`config.mk`:
```
export PLATFORM = sky130hd
export DESIGN_NAME = router_port_rx
export DESIGN_NICKNAME = d
export VERILOG_FILES = /design/src/rtl/router_port_rx.sv
export SDC_FILE = /design/constraint.sdc
export NUM_CORES = 1
export LEC_CHECK = 0
export CAP_MARGIN = 25
export CORE_UTILIZATION = 45
export CTS_CLUSTER_SIZE = 30
export DETAILED_ROUTE_END_ITERATION = 8
export PLACE_DENSITY = 0.59
export SETUP_SLACK_MARGIN = 0.15
export SLEW_MARGIN = 20
export SYNTH_ARGS = -nofsm -noshare
export SYNTH_HDL_FRONTEND = slang
export SYNTH_SLANG_ARGS = --single-unit
```
`constraint.sdc`:
```
create_clock -name clk -period 9 [get_ports clk]
set_input_delay 0.9 -clock clk [delete_from_list [all_inputs] [get_ports clk]]
set_output_delay 0.9 -clock clk [all_outputs]
set_load 0.02 [all_outputs]
```
`src/rtl/router_port_rx.sv`:
```
// router_port_rx: receive front end for one router input port.
// Deserialises the frame_n/valid_n/din pin protocol into bytes tagged with
// destination and sop/eop/err. The tagged bytes are buffered in a byte FIFO,
// and the FIFO head is presented as a valid/ready stream to the fabric arbiter.
// Optional feature macro: ROUTER_RX_STATS_EN adds the pkt_cnt/err_cnt outputs.
module router_port_rx #(
    parameter int FIFO_DEPTH  = 16,
    parameter int BUSY_THRESH = 4
) (
    input  logic       clk,
    input  logic       reset_n,
    input  logic       frame_n,
    input  logic       valid_n,
    input  logic       din,
    output logic       busy_n,
    output logic       out_valid,
    input  logic       out_ready,
    output logic [7:0] out_data,
    output logic [3:0] out_dest,
    output logic       out_sop,
    output logic       out_eop,
    output logic       out_err
`ifdef ROUTER_RX_STATS_EN
    ,
    output logic [15:0] pkt_cnt,
    output logic [15:0] err_cnt
`endif
);

    localparam int AW = $clog2(FIFO_DEPTH);
    localparam int PW = AW + 1;
    localparam int EW = 15;  // {err, eop, sop, dest[3:0], data[7:0]}
    localparam logic [PW-1:0] DEPTH_C  = PW'(FIFO_DEPTH);
    localparam logic [PW-1:0] THRESH_C = PW'(BUSY_THRESH);

    typedef enum logic [2:0] {
        S_IDLE = 3'd0,
        S_ADDR = 3'd1,
        S_PAD  = 3'd2,
        S_DATA = 3'd3,
        S_DROP = 3'd4,
        S_TERM = 3'd5
    } state_t;

    state_t        state_q, state_d;
    logic [3:0]    dest_q, dest_d;
    logic [1:0]    addr_cnt_q, addr_cnt_d;
    logic [7:0]    shift_q, shift_d;
    logic [2:0]    bit_cnt_q, bit_cnt_d;
    logic          sop_done_q, sop_done_d;
    logic          busy_q, busy_d;
    logic [PW-1:0] wr_ptr_q, wr_ptr_d;
    logic [PW-1:0] rd_ptr_q, rd_ptr_d;
    logic [EW-1:0] mem_q [FIFO_DEPTH];

    logic          full_s, empty_s, pop_s, can_push_s;
    logic [PW-1:0] count_s, free_s;
    logic          push_s, push_sop_s, push_eop_s, push_err_s;
    logic [7:0]    push_data_s, shift_smp_s;
    logic          full_byte_s, runt_s, ovf_drop_s;
    logic [EW-1:0] head_s;

    // FIFO status; a pop in the same cycle frees a slot for a push into a full FIFO
    always_comb begin
        full_s     = (wr_ptr_q[AW] != rd_ptr_q[AW]) && (wr_ptr_q[AW-1:0] == rd_ptr_q[AW-1:0]);
        empty_s    = (wr_ptr_q == rd_ptr_q);
        pop_s      = !empty_s && out_ready;
        can_push_s = !full_s || pop_s;
        count_s    = wr_ptr_q - rd_ptr_q;
        free_s     = DEPTH_C - count_s;
        wr_ptr_d   = wr_ptr_q + {{AW{1'b0}}, push_s};
        rd_ptr_d   = rd_ptr_q + {{AW{1'b0}}, pop_s};
        busy_d     = !((free_s < THRESH_C) || (state_q == S_DROP) || (state_q == S_TERM));
    end

    // Receive FSM: address capture, payload deserialisation, overflow handling
    always_comb begin
        state_d     = state_q;
        dest_d      = dest_q;
        addr_cnt_d  = addr_cnt_q;
        shift_d     = shift_q;
        bit_cnt_d   = bit_cnt_q;
        sop_done_d  = sop_done_q;
        push_s      = 1'b0;
        push_data_s = 8'h00;
        push_sop_s  = 1'b0;
        push_eop_s  = 1'b0;
        push_err_s  = 1'b0;
        shift_smp_s = shift_q;
        full_byte_s = 1'b0;
        runt_s      = 1'b0;
        ovf_drop_s  = 1'b0;
        case (state_q)
            S_IDLE: begin
                if (!frame_n) begin
                    dest_d     = {3'b000, din};
                    addr_cnt_d = 2'd1;
                    sop_done_d = 1'b0;
                    shift_d    = 8'h00;
                    bit_cnt_d  = 3'd0;
                    state_d    = S_ADDR;
                end else begin
                    state_d = S_IDLE;
                end
            end
            S_ADDR: begin
                if (frame_n) begin
                    runt_s  = 1'b1;
                    state_d = S_IDLE;
                end else begin
                    dest_d[addr_cnt_q] = din;
                    addr_cnt_d         = addr_cnt_q + 2'd1;
                    if (addr_cnt_q == 2'd3) begin
                        state_d = S_PAD;
                    end else begin
                        state_d = S_ADDR;
                    end
                end
            end
            S_PAD: begin
                if (frame_n) begin
                    runt_s  = 1'b1;
                    state_d = S_IDLE;
                end else if (!valid_n) begin
                    shift_d   = {7'b0000000, din};
                    bit_cnt_d = 3'd1;
                    state_d   = S_DATA;
                end else begin
                    state_d = S_PAD;
                end
            end
            S_DATA: begin
                if (!valid_n) begin
                    shift_smp_s = shift_q | ({7'b0000000, din} << bit_cnt_q);
                    full_byte_s = (bit_cnt_q == 3'd7);
                end else begin
                    shift_smp_s = shift_q;
                    full_byte_s = 1'b0;
                end
                if (full_byte_s || frame_n) begin
                    // A short final byte is still delivered, flagged as corrupt
                    push_data_s = shift_smp_s;
                    push_sop_s  = !sop_done_q;
                    push_eop_s  = frame_n;
                    push_err_s  = !full_byte_s;
                    shift_d     = 8'h00;
                    bit_cnt_d   = 3'd0;
                    if (can_push_s) begin
                        push_s     = 1'b1;
                        sop_done_d = 1'b1;
                        state_d    = frame_n ? S_IDLE : S_DATA;
                    end else if (!frame_n) begin
                        state_d = S_DROP;
                    end else if (sop_done_q) begin
                        state_d = S_TERM;
                    end else begin
                        ovf_drop_s = 1'b1;
                        state_d    = S_IDLE;
                    end
                end else if (!valid_n) begin
                    shift_d   = shift_smp_s;
                    bit_cnt_d = bit_cnt_q + 3'd1;
                end else begin
                    state_d = S_DATA;
                end
            end
            S_DROP: begin
                if (!frame_n) begin
                    state_d = S_DROP;
                end else if (sop_done_q) begin
                    state_d = S_TERM;
                end else begin
                    ovf_drop_s = 1'b1;
                    state_d    = S_IDLE;
                end
            end
            S_TERM: begin
                // Close a packet whose tail was dropped so the consumer sees an eop
                push_data_s = 8'h00;
                push_sop_s  = 1'b0;
                push_eop_s  = 1'b1;
                push_err_s  = 1'b1;
                if (can_push_s) begin
                    push_s  = 1'b1;
                    state_d = S_IDLE;
                end else begin
                    state_d = S_TERM;
                end
            end
            default: begin
                state_d = S_IDLE;
            end
        endcase
    end

`ifdef ROUTER_RX_STATS_EN
    logic [15:0] pkt_cnt_q, pkt_cnt_d;
    logic [15:0] err_cnt_q, err_cnt_d;

    // Saturating good-packet and error counters
    always_comb begin
        pkt_cnt_d = pkt_cnt_q;
        err_cnt_d = err_cnt_q;
        if (push_s && push_eop_s && !push_err_s && (pkt_cnt_q != 16'hFFFF)) begin
            pkt_cnt_d = pkt_cnt_q + 16'd1;
        end else begin
            pkt_cnt_d = pkt_cnt_q;
        end
        if ((runt_s || (push_s && push_err_s) || ovf_drop_s) && (err_cnt_q != 16'hFFFF)) begin
            err_cnt_d = err_cnt_q + 16'd1;
        end else begin
            err_cnt_d = err_cnt_q;
        end
    end

    assign pkt_cnt = pkt_cnt_q;
    assign err_cnt = err_cnt_q;
`endif

    // All state flops: FSM, deserialiser, FIFO storage and pointers, busy flag
    always_ff @(posedge clk or negedge reset_n) begin
        if (!reset_n) begin
            state_q    <= S_IDLE;
            dest_q     <= 4'h0;
            addr_cnt_q <= 2'd0;
            shift_q    <= 8'h00;
            bit_cnt_q  <= 3'd0;
            sop_done_q <= 1'b0;
            busy_q     <= 1'b1;
            wr_ptr_q   <= {PW{1'b0}};
            rd_ptr_q   <= {PW{1'b0}};
            for (int i = 0; i < FIFO_DEPTH; i++) begin
                mem_q[i] <= {EW{1'b0}};
            end
`ifdef ROUTER_RX_STATS_EN
            pkt_cnt_q  <= 16'h0000;
            err_cnt_q  <= 16'h0000;
`endif
        end else begin
            state_q    <= state_d;
            dest_q     <= dest_d;
            addr_cnt_q <= addr_cnt_d;
            shift_q    <= shift_d;
            bit_cnt_q  <= bit_cnt_d;
            sop_done_q <= sop_done_d;
            busy_q     <= busy_d;
            wr_ptr_q   <= wr_ptr_d;
            rd_ptr_q   <= rd_ptr_d;
            if (push_s) begin
                mem_q[wr_ptr_q[AW-1:0]] <= {push_err_s, push_eop_s, push_sop_s, dest_q, push_data_s};
            end
`ifdef ROUTER_RX_STATS_EN
            pkt_cnt_q  <= pkt_cnt_d;
            err_cnt_q  <= err_cnt_d;
`endif
        end
    end

    assign head_s    = mem_q[rd_ptr_q[AW-1:0]];
    assign out_valid = !empty_s;
    assign out_data  = head_s[7:0];
    assign out_dest  = head_s[11:8];
    assign out_sop   = head_s[12];
    assign out_eop   = head_s[13];
    assign out_err   = head_s[14];
    assign busy_n    = busy_q;

endmodule

```
After elaboration in Yosys (flattened, before gate mapping)

Index checks and enable logic that the tools add are counted.

Add/sub/neg operators: 6
$mul: 0
Divide/modulo/power cells: 0
Order comparisons: 6
Equal/unequal tests: 18
Shifts and indexed selects: 1
Multiplexer cells: 58
Bitwise operators: 3
Reductions and logical operators: 20

Operators by type and width:

| cell                                                     | number |
|---|---|
| bitwise mux 240 bit                                      | 1 |
| two-way mux 8 bit                                        | 8 |
| binary-select mux 15 bit (select 4 bit)                  | 1 |
| demux 15 bit (select 4 bit)                              | 1 |
| two-way mux 15 bit                                       | 3 |
| two-way mux 3 bit                                        | 11 |
| case mux 8 bit (3 select lines)                          | 1 |
| case mux 3 bit (6 select lines)                          | 1 |
| two-way mux 1 bit                                        | 14 |
| two-way mux 2 bit                                        | 6 |
| != test 2 bit, second input constant                     | 6 |
| adder 5 x 1 -> 5 bit                                     | 2 |
| greater-or-equal comparator 5 bit, second input constant | 2 |
| inverter 4 -> 5 bit                                      | 2 |
| equality test 3 bit, second input constant               | 3 |
| case mux 3 bit (3 select lines)                          | 1 |
| two-way mux 4 bit                                        | 2 |
| bitwise OR 8 bit                                         | 1 |
| case mux 1 bit (2 select lines)                          | 4 |
| case mux 4 bit (2 select lines)                          | 1 |
| << shifter 1 x 3 -> 8 bit                                | 1 |
| equality test 3 x 2 -> 1 bit, second input constant      | 2 |
| != test 3 bit, second input constant                     | 2 |
| equality test 5 bit                                      | 1 |
| 24 further kinds                                         | 35 |

Register bits: 272
Bits in latches: 0
Bits in writable memories: 0
Memory bits (read-only): 0
Bits of input ports: 6
Output and inout bits: 17
Memories kept: 0

Depth between registers and ports, before layout

Gate-level depths: netlist (run 1).

Depth in word-level cells: 8
Mapped depth: 12
Gate-level depth less buffers: 10

Worst setup path after synthesis (run 1)

Ideal clock, no wire load.

Path kind: register to register
Start point: register rd_ptr_q[0]
End point: register mem_q[170] in the netlist's numbering
Data arrival time: 2837 ps
Required time: 8875 ps
Path slack: 6038 ps
Stages on the path, launching flop included: 11
Cell sequence: dfrtp_1 -> clkbuf_1 -> buf_1 -> inv_1 -> ha_1 -> nand4_1 -> nor3_1 -> buf_2 -> nor4_4 -> buf_2 -> mux2_2

Cells in the longest elaborated chain, start to end: 7

RTL lines:

| item                                                       | line     | source |
|---|---|---|
| from (decl)                                                | 53       | `logic [PW-1:0] rd_ptr_q, rd_ptr_d;` |
| from (signal assigned)                                     | 231      | `rd_ptr_q <= {PW{1'b0}};` |
| from (signal assigned)                                     | 248      | `rd_ptr_q <= rd_ptr_d;` |
| equality test 5 bit or equality test 4 bit (tied branches) | 66, 65   |  |
| logical NOT 1 bit or logical AND 1 bit (tied branches)     | 67, 65   |  |
| logical AND 1 bit or logical NOT 1 bit (tied branches)     | 67, 68   |  |
| logical OR 1 bit *                                         | 68       | `can_push_s = !full_s \|\| pop_s;` |
| two-way mux 1 bit *                                        | 148, 183 |  |
| two-way mux 1 bit                                          | 140      | `if (full_byte_s \|\| frame_n) begin` |
| case mux 1 bit (2 select lines) *                          | 93       | `case (state_q)` |
| to (signal, indexed assignment)                            | 233      | `mem_q[i] <= {EW{1'b0}};` |
| to (signal, indexed assignment)                            | 250      | `mem_q[wr_ptr_q[AW-1:0]] <= {push_err_s, push_eop_s, push_sop_s, dest_q, push_data_s};` |
| to (decl)                                                  | 54       | `logic [EW-1:0] mem_q [FIFO_DEPTH];` |

Every way passes the cells marked *; elsewhere a longest branch is shown, timed or not.
A chain may end at the register's enable or synchronous reset.

Worst setup path in the final report (run 1)

Start point: register rd_ptr_q[0]
End point: output port out_data[1]

Cells in the longest elaborated chain, start to end: 4

RTL lines:

| item                                                  | line | source |
|---|---|---|
| inverter 4 -> 5 bit (not written as such)             | 259  | `assign head_s = mem_q[rd_ptr_q[AW-1:0]];` |
| binary-select mux 15 bit (select 4 bit)               | 259  |  |
| two-way mux 15 bit (not written as such) (2 in a row) | 259  |  |
| to (decl)                                             | 18   | `output logic [7:0] out_data,` |

No other way between the ends. The select of a mux whose other input is x is not followed.

==> out/summary.txt, run 1 <==
======================================================================================
Outcome .................................................................    completed
Number of global-route vias before repair ...............................        7,958
Relative area change from synthesis to final layout .....................        11.5%
Total number of clock tree sinks ........................................          272
H-tree depth ............................................................            1
Buffer cell driving the clock tree root ................................. sky130_fd_sc_hd__clkbuf_16
DR vias .................................................................        7,388
Gate count of the mapped netlist ........................................          866
Final cycle utilization of the critical path ............................        0.498
Synth warn ..............................................................            0
Design Power ............................................................      3.16 mW
Detailed placer's ending HPWL ...........................................    17,800 um
Hold buffer count at CTS ................................................            0
Number of clock buffers inserted by TritonCTS ...........................           29
Required @ worst endpoint ...............................................      8100 ps
Most common cell after layout, fill and taps aside ...................... sky130_fd_sc_hd__dfrtp_1
Fin. Hold Viols .........................................................            0
Initial DRC Count .......................................................          487
Setup TNS ...............................................................         0 ps
Die outline area ........................................................ 29,400 sq um
Wire length of the first global-routing pass ............................    47,200 um
Static leakage ..........................................................      6.84 nW
First element of the critical path ......................................  rd_ptr_q[0]
Clock network latency to the later pin of the worst-skew pair ...........       550 ps
R2R cell count ..........................................................            7
Floorplan core area ..................................................... 28,000 sq um
Commonest non-fill, non-tap cells in the layout ......................... sky130_fd_sc_hd__dfrtp_1 (269), sky130_fd_sc_hd__mux2_2 (141), sky130_fd_sc_hd__mux2_1 (90)
Fraction of the yosys area taken by sequential cells ....................        0.527
Type of destination of the critical path ................................ primary output
Post-synthesis instance area ............................................ 12,900 sq um
Class of the worst hold path ............................................  in -> async
Post-cts gate resize count ..............................................            0
Most instantiated flip-flop cell in the synthesis netlist ............... sky130_fd_sc_hd__dfrtp_1
Routability congestion estimate from global placement ...................        0.772
Number of cell rows .....................................................           61
Worst reg2reg setup slack ...............................................      5450 ps
Instance area after placement ........................................... 13,500 sq um
Buffer count from post-CTS setup fixing .................................            0
Die boundary height .....................................................       171 um
Clock slew seen by the registers of the worst setup and hold paths ......        60 ps
Post-layout min period ..................................................      4480 ps
Number of distinct standard cells referenced by the synthesized netlist .           55
Startpoint kind of the worst setup timing path ..........................     register
Drt wl/cell .............................................................      23.6 um
Detail Route Antenna Nets ...............................................            0
Setup clock skew after layout ...........................................      11.6 ps
Proportion of layout cells with a drive suffix above 1 ..................        0.342
Number of maximum-capacitance violations ................................            0
FFs w/ async S/R, synth .................................................         1.00
Largest fanout of any net on the critical path ..........................           38
Top achievable clock speed ..............................................      223 MHz
Flip-flop and latch count after synthesis ...............................          272
Number of enable-type register cells in the synthesized netlist .........            0
Ratio of total power to cell area .......................................  220 nW/um^2
Total iterations of the first detailed-routing run ......................            6
Synthesized area divided by synthesized cell count ......................   14.9 sq um
Maximum number of pins on one net before global-route repair ............          134
Setup repair after global routing missed its margin .....................        false
Final-layout worst hold slack ...........................................       458 ps
Worst R2R Start .........................................................  rd_ptr_q[1]
Max Transition Viols Final ..............................................            0
Number of setup violations in the final report ..........................            0
Total congestion overflow after global routing ..........................            0
Critical R2R Capture ....................................................    mem_q[20]
Slew of the pin with the lowest slew margin .............................      1020 ps
TritonCTS clock tree ....................................................          yes
Number of input and output port buffers inserted ........................           22
Largest buffer count on any clock path ..................................            3
Nets@finish .............................................................          900
Max-Slew Margin vs Limit ................................................        0.315
Combined global-route utilization of all metal layers ...................        0.216
Critical path arrival ...................................................      3580 ps
Post-route standard cell area excluding fillers ......................... 14,400 sq um
Number of antenna violations at the first check in global routing .......            0
Start-to-end type of the worst setup path ...............................   reg -> out
Number of remaining DRC errors ..........................................            0
Total wirelength of the detailed-routed design ..........................    30,000 um
Detail-routed via count per cell ........................................         5.80
Final antenna diode count ...............................................            0
Starting density of the core ............................................        0.461
Syn_nets ................................................................          889
Total I/O pin count .....................................................           23
IR Drop Worst-Case VDD ..................................................     0.156 mV
Filler cell count in the final layout ...................................        2,378
Die Width ...............................................................       171 um
======================================================================================
==> power breakdown <==
part	leakage [nW]	internal, mW	switching, mW
Sequential	3.77	1.28	0.131
Combinational	2.62	0.256	0.368
Clock	0.450	0.664	0.465
==> cell type report <==
| cell class | count | area (sq um) | share of cell area |
|---|---|---|---|
| Sequential cell | 272 | 6810 | 0.473 |
| Multi-Input combinational cell | 519 | 5770 | 0.401 |
| Clock buffer | 41 | 831 | 0.0577 |
| Tap cell | 378 | 473 | 0.0328 |
| Timing Repair Buffer | 47 | 417 | 0.0289 |
| Clock inverter | 8 | 68.8 | 0.00478 |
| Inverter | 8 | 30.0 | 0.00209 |
==> registers in the layout, summed over array words and instances, names as in the netlist <==
| name | flops |
|---|---|
| busy_n | 1 |
| sop_done_q | 1 |
| bit_cnt_q | 3 |
| wr_ptr_q | 5 |
| rd_ptr_q | 5 |
| shift_q | 8 |
| mem_q | 240 |
| addr_cnt_q | 2 |
| state_q | 3 |
| dest_q | 4 |
==> metrics by stage <==
| stage | setup WS [ps] | utilization | std cells |
|---|---|---|---|
| floorplan | 6040 | - | 866 |
| global placement | 4980 | 0.481 | 1223 |
| detailed placement | 5030 | 0.481 | 1223 |
| CTS | 4440 | 0.513 | 1272 |
| global route | 4270 | 0.514 | 1273 |
| finish | 4520 | 0.514 | 1273 |
==> cells by family (layout without fill, tap and decap cells) <==
group	after synthesis	in the layout	share of synthesized area
flops	272	272	0.527
simple gates	112	112	0.0601
buf+inv	75	104	0.0273
xor+xnor	11	11	0.00804
mux	305	305	0.321
compound gates	74	74	0.0393
fa+ha+maj	17	17	0.0171
==> synth_stat cells (9+ instances only) <==
cell type / n / share of area
sky130_fd_sc_hd__nor2b_1: 9 / 0.0044
sky130_fd_sc_hd__a21oi_1: 19 / 0.0074
sky130_fd_sc_hd__a22oi_1: 30 / 0.017
sky130_fd_sc_hd__buf_1: 13 / 0.0038
sky130_fd_sc_hd__clkbuf_1: 25 / 0.0073
sky130_fd_sc_hd__nor2_1: 20 / 0.0058
sky130_fd_sc_hd__mux2_2: 141 / 0.12
sky130_fd_sc_hd__ha_1: 16 / 0.016
sky130_fd_sc_hd__buf_4: 9 / 0.0052
sky130_fd_sc_hd__o21ai_0: 11 / 0.0043
sky130_fd_sc_hd__buf_2: 18 / 0.0070
sky130_fd_sc_hd__mux2_4: 10 / 0.012
sky130_fd_sc_hd__dfrtp_1: 271 / 0.53
sky130_fd_sc_hd__nand2_1: 31 / 0.0090
sky130_fd_sc_hd__mux4_2: 60 / 0.10
sky130_fd_sc_hd__mux2_1: 90 / 0.078
==> worst max-delay path by stage <==
stage | end | slack (ps) | cells past startpoint
after global routing | out_dest[3] | 4270 | 5
after floorplan | mem_q[170] | 6040 | 10
final | out_data[1] | 4520 | 5
after global placement | mem_q[20] | 4980 | 6
after CTS | out_data[1] | 4440 | 5
after detailed placement | out_data[6] | 5030 | 5
==> critical path: stages (launching register included) <==
cell and delay, ps:
sky130_fd_sc_hd__dfrtp_4 750, sky130_fd_sc_hd__buf_4 720, sky130_fd_sc_hd__mux4_2 620, sky130_fd_sc_hd__a22oi_1 270
sky130_fd_sc_hd__nand2_1 110, sky130_fd_sc_hd__clkdlybuf4s50_1 540
==> layer usage <==
| metal | routed length [um] | vias up | global-route usage |
|---|---|---|---|
| met4 | 694 | 0 | 0.0559 |
| li1 | - | 3232 | - |
| met2 | 15000 | 142 | 0.370 |
| met1 | 12900 | 3964 | 0.283 |
| met5 | 0 | - | 0 |
| met3 | 1380 | 50 | 0.0373 |
Note: power is estimated with default switching activity, not from simulation.
==> run 2, diff against run 1 <==
Clock period 9 ns to 4.15 ns, I/O delays scaled along.
==> run 2 against run 1 <==
Sequential cell count is the same. Via count up 2.4%. Total power is 130% higher. Clock power grew 140%. Combinational power rose by 130%. Cell count increased by 1.6%. Non-clock buffer count increased by 16. Clock skew grew 3.2 ps. Clock-buffer cell count increased by 1. Die area unchanged. Hold slack got worse by 100 ps. Largest cell class unchanged. Largest power group unchanged. Highest routed layer unchanged.
==> out/summary.txt, run 2 (synthesized netlist as in run 1, its figures left out) <==
=================================================================================
Setup TNS ..........................................................         0 ps
Max Transition Viols Final .........................................            0
Number of antenna violations at the first check in global routing ..            1
P_int ..............................................................      5.06 mW
Total I/O pin count ................................................           23
Detail Route Antenna Nets ..........................................            0
Post-layout min period .............................................      3650 ps
Outcome ............................................................    completed
Total wirelength of the detailed-routed design .....................    30,200 um
Total iterations of the first detailed-routing run .................            5
Total number of clock tree sinks ...................................          272
DR vias ............................................................        7,567
Post-cts gate resize count .........................................            0
Detail-routed via count per cell ...................................         5.85
Switching share of power ...........................................        0.300
Kind of cell with the highest combined delay on the critical path .. buffers and inverters
Startpoint kind of the worst setup timing path .....................     register
Static leakage .....................................................      7.01 nW
Power share of the sequential group ................................        0.418
Combined global-route utilization of all metal layers ..............        0.222
Commonest non-fill, non-tap cells in the layout .................... sky130_fd_sc_hd__dfrtp_1 (269), sky130_fd_sc_hd__mux2_2 (141), sky130_fd_sc_hd__mux2_1 (90)
Worst slack at placement ...........................................       806 ps
Class of the worst hold path .......................................  in -> async
Max-Slew Margin vs Limit ...........................................        0.270
Relative area change from synthesis to final layout ................        14.0%
Detailed placer's ending HPWL ......................................    19,000 um
Clock slew seen by the registers of the worst setup and hold paths .        60 ps
Start-to-end type of the worst setup path ..........................   reg -> out
Buffer count from post-CTS setup fixing ............................            0
Final-layout worst hold slack ......................................       353 ps
Proportion of layout cells with a drive suffix above 1 .............        0.356
Largest fanout of any net on the critical path .....................           23
Final cycle utilization of the critical path .......................        0.880
Filler-free cell count of the finished design ......................        1,294
Number of setup violations in the final report .....................            0
Number of global-route vias before repair ..........................        8,349
Drt wl/cell ........................................................      23.3 um
Die boundary height ................................................       171 um
Instance area after placement ...................................... 13,600 sq um
Ratio of total power to cell area ..................................  491 nW/um^2
Buffer cell driving the clock tree root ............................ sky130_fd_sc_hd__clkbuf_16
Top achievable clock speed .........................................      274 MHz
Maximum number of pins on one net before global-route repair .......          136
Largest buffer count on any clock path .............................            3
Cells along the critical path ...................................... buf_4 > mux4_2 > a22oi_1 > nand2_1 > clkdlybuf4s50_1
Biggest cell delay along the critical path .........................       730 ps
Nets@finish ........................................................          917
Number of input and output port buffers inserted ...................           22
Starting density of the core .......................................        0.461
Slowest CP cell .................................................... sky130_fd_sc_hd__dfrtp_4
Critical path arrival ..............................................      3240 ps
Final core area utilization ........................................        0.526
Logic gate share of total power ....................................        0.200
IR Drop Worst-Case VDD .............................................     0.417 mV
Most common cell after layout, fill and taps aside ................. sky130_fd_sc_hd__dfrtp_1
Fin. Hold Viols ....................................................            0
Net switching power ................................................      2.17 mW
Number of clock buffers inserted by TritonCTS ......................           30
Design Power .......................................................      7.23 mW
Die outline area ................................................... 29,400 sq um
Global routing met3 resource utilization ...........................       0.0269
Setup WS post-layout ...............................................       499 ps
Number of maximum-capacitance violations ...........................            0
Largest Register ...................................................        mem_q
Required @ worst endpoint ..........................................      3730 ps
Floorplan core area ................................................ 28,000 sq um
Total congestion overflow after global routing .....................            0
Wire length of the first global-routing pass .......................    49,000 um
Number of flip-flops under the largest register name ...............          240
Die Width ..........................................................       171 um
GRT Max-Usage Layer ................................................         met2
Initial DRC Count ..................................................          465
Met2 Usage GRT .....................................................        0.368
Type of destination of the critical path ........................... primary output
Routability congestion estimate from global placement ..............        0.775
Number of instances in the placed design ...........................        1,238
Setup repair after global routing missed its margin ................        false
Post-route standard cell area excluding fillers .................... 14,700 sq um
TritonCTS clock tree ...............................................          yes
H-tree depth .......................................................            1
Clk pwr share ......................................................        0.381
Number of cell rows ................................................           61
Number of remaining DRC errors .....................................            0
Slew of the pin with the lowest slew margin ........................      1090 ps
Registers with the highest flip-flop counts ........................ mem_q (240), shift_q (8)
Clock network latency to the later pin of the worst-skew pair ......       550 ps
Sum of buffers and inverters on the critical path ..................            2
Setup clock skew after layout ......................................      14.9 ps
GR Layer Usage met1 ................................................        0.306
=================================================================================
-- run 2: worst paths after layout --
| path | start | to | slack [ps] | cells after the start |
|---|---|---|---|---|
| worst max-delay path | rd_ptr_q[0] | out_err | 500 | 5 |
| worst min-delay path | reset_n | mem_q[53] | 350 | 2 |
| worst max register to register | rd_ptr_q[0] | mem_q[21] | 810 | 7 |
| worst min register to register | mem_q[142] | mem_q[142] | 480 | 1 |
| max in group asynchronous | reset_n | mem_q[43] | 2630 | 4 |
| min in group clk | mem_q[142] | mem_q[142] | 480 | 1 |
-- run 2: what timing repair did --
item	CTS	global route
setup endpoints to repair	0	0
endpoints found under the hold margin	0	43
hold buffers	0	1
-- run 2: power by group through the flow --
stage               sequential [mW]  clock, mW  combinational (mW)
floorplan                      2.90          0                1.12
global placement               3.07          0                1.41
detailed placement             3.08          0                1.45
CTS                            3.03       2.82                1.46
global route                   3.06       2.93                1.57
finish                         3.02       2.76                1.45
-- run 2: area by class of cell --
type,count,area [sq um]
Sequential cell,272,6810
Antenna cell,1,2.50
Clock buffer,42,907
Fill cell,2365,13300
Inverter,8,30.0
Multi-Input combinational cell,519,5760
Clock inverter,11,140
Timing Repair Buffer,63,593
Tap cell,378,473
-- run 2: layer usage --
layer | part of all wire | vias up | routed length, um
met1 | 0.45 | 4077 | 13500
li1 | - | 3282 | -
met5 | 0 | - | 0
met2 | 0.49 | 157 | 14700
met4 | 0.029 | 0 | 864
met3 | 0.036 | 51 | 1100
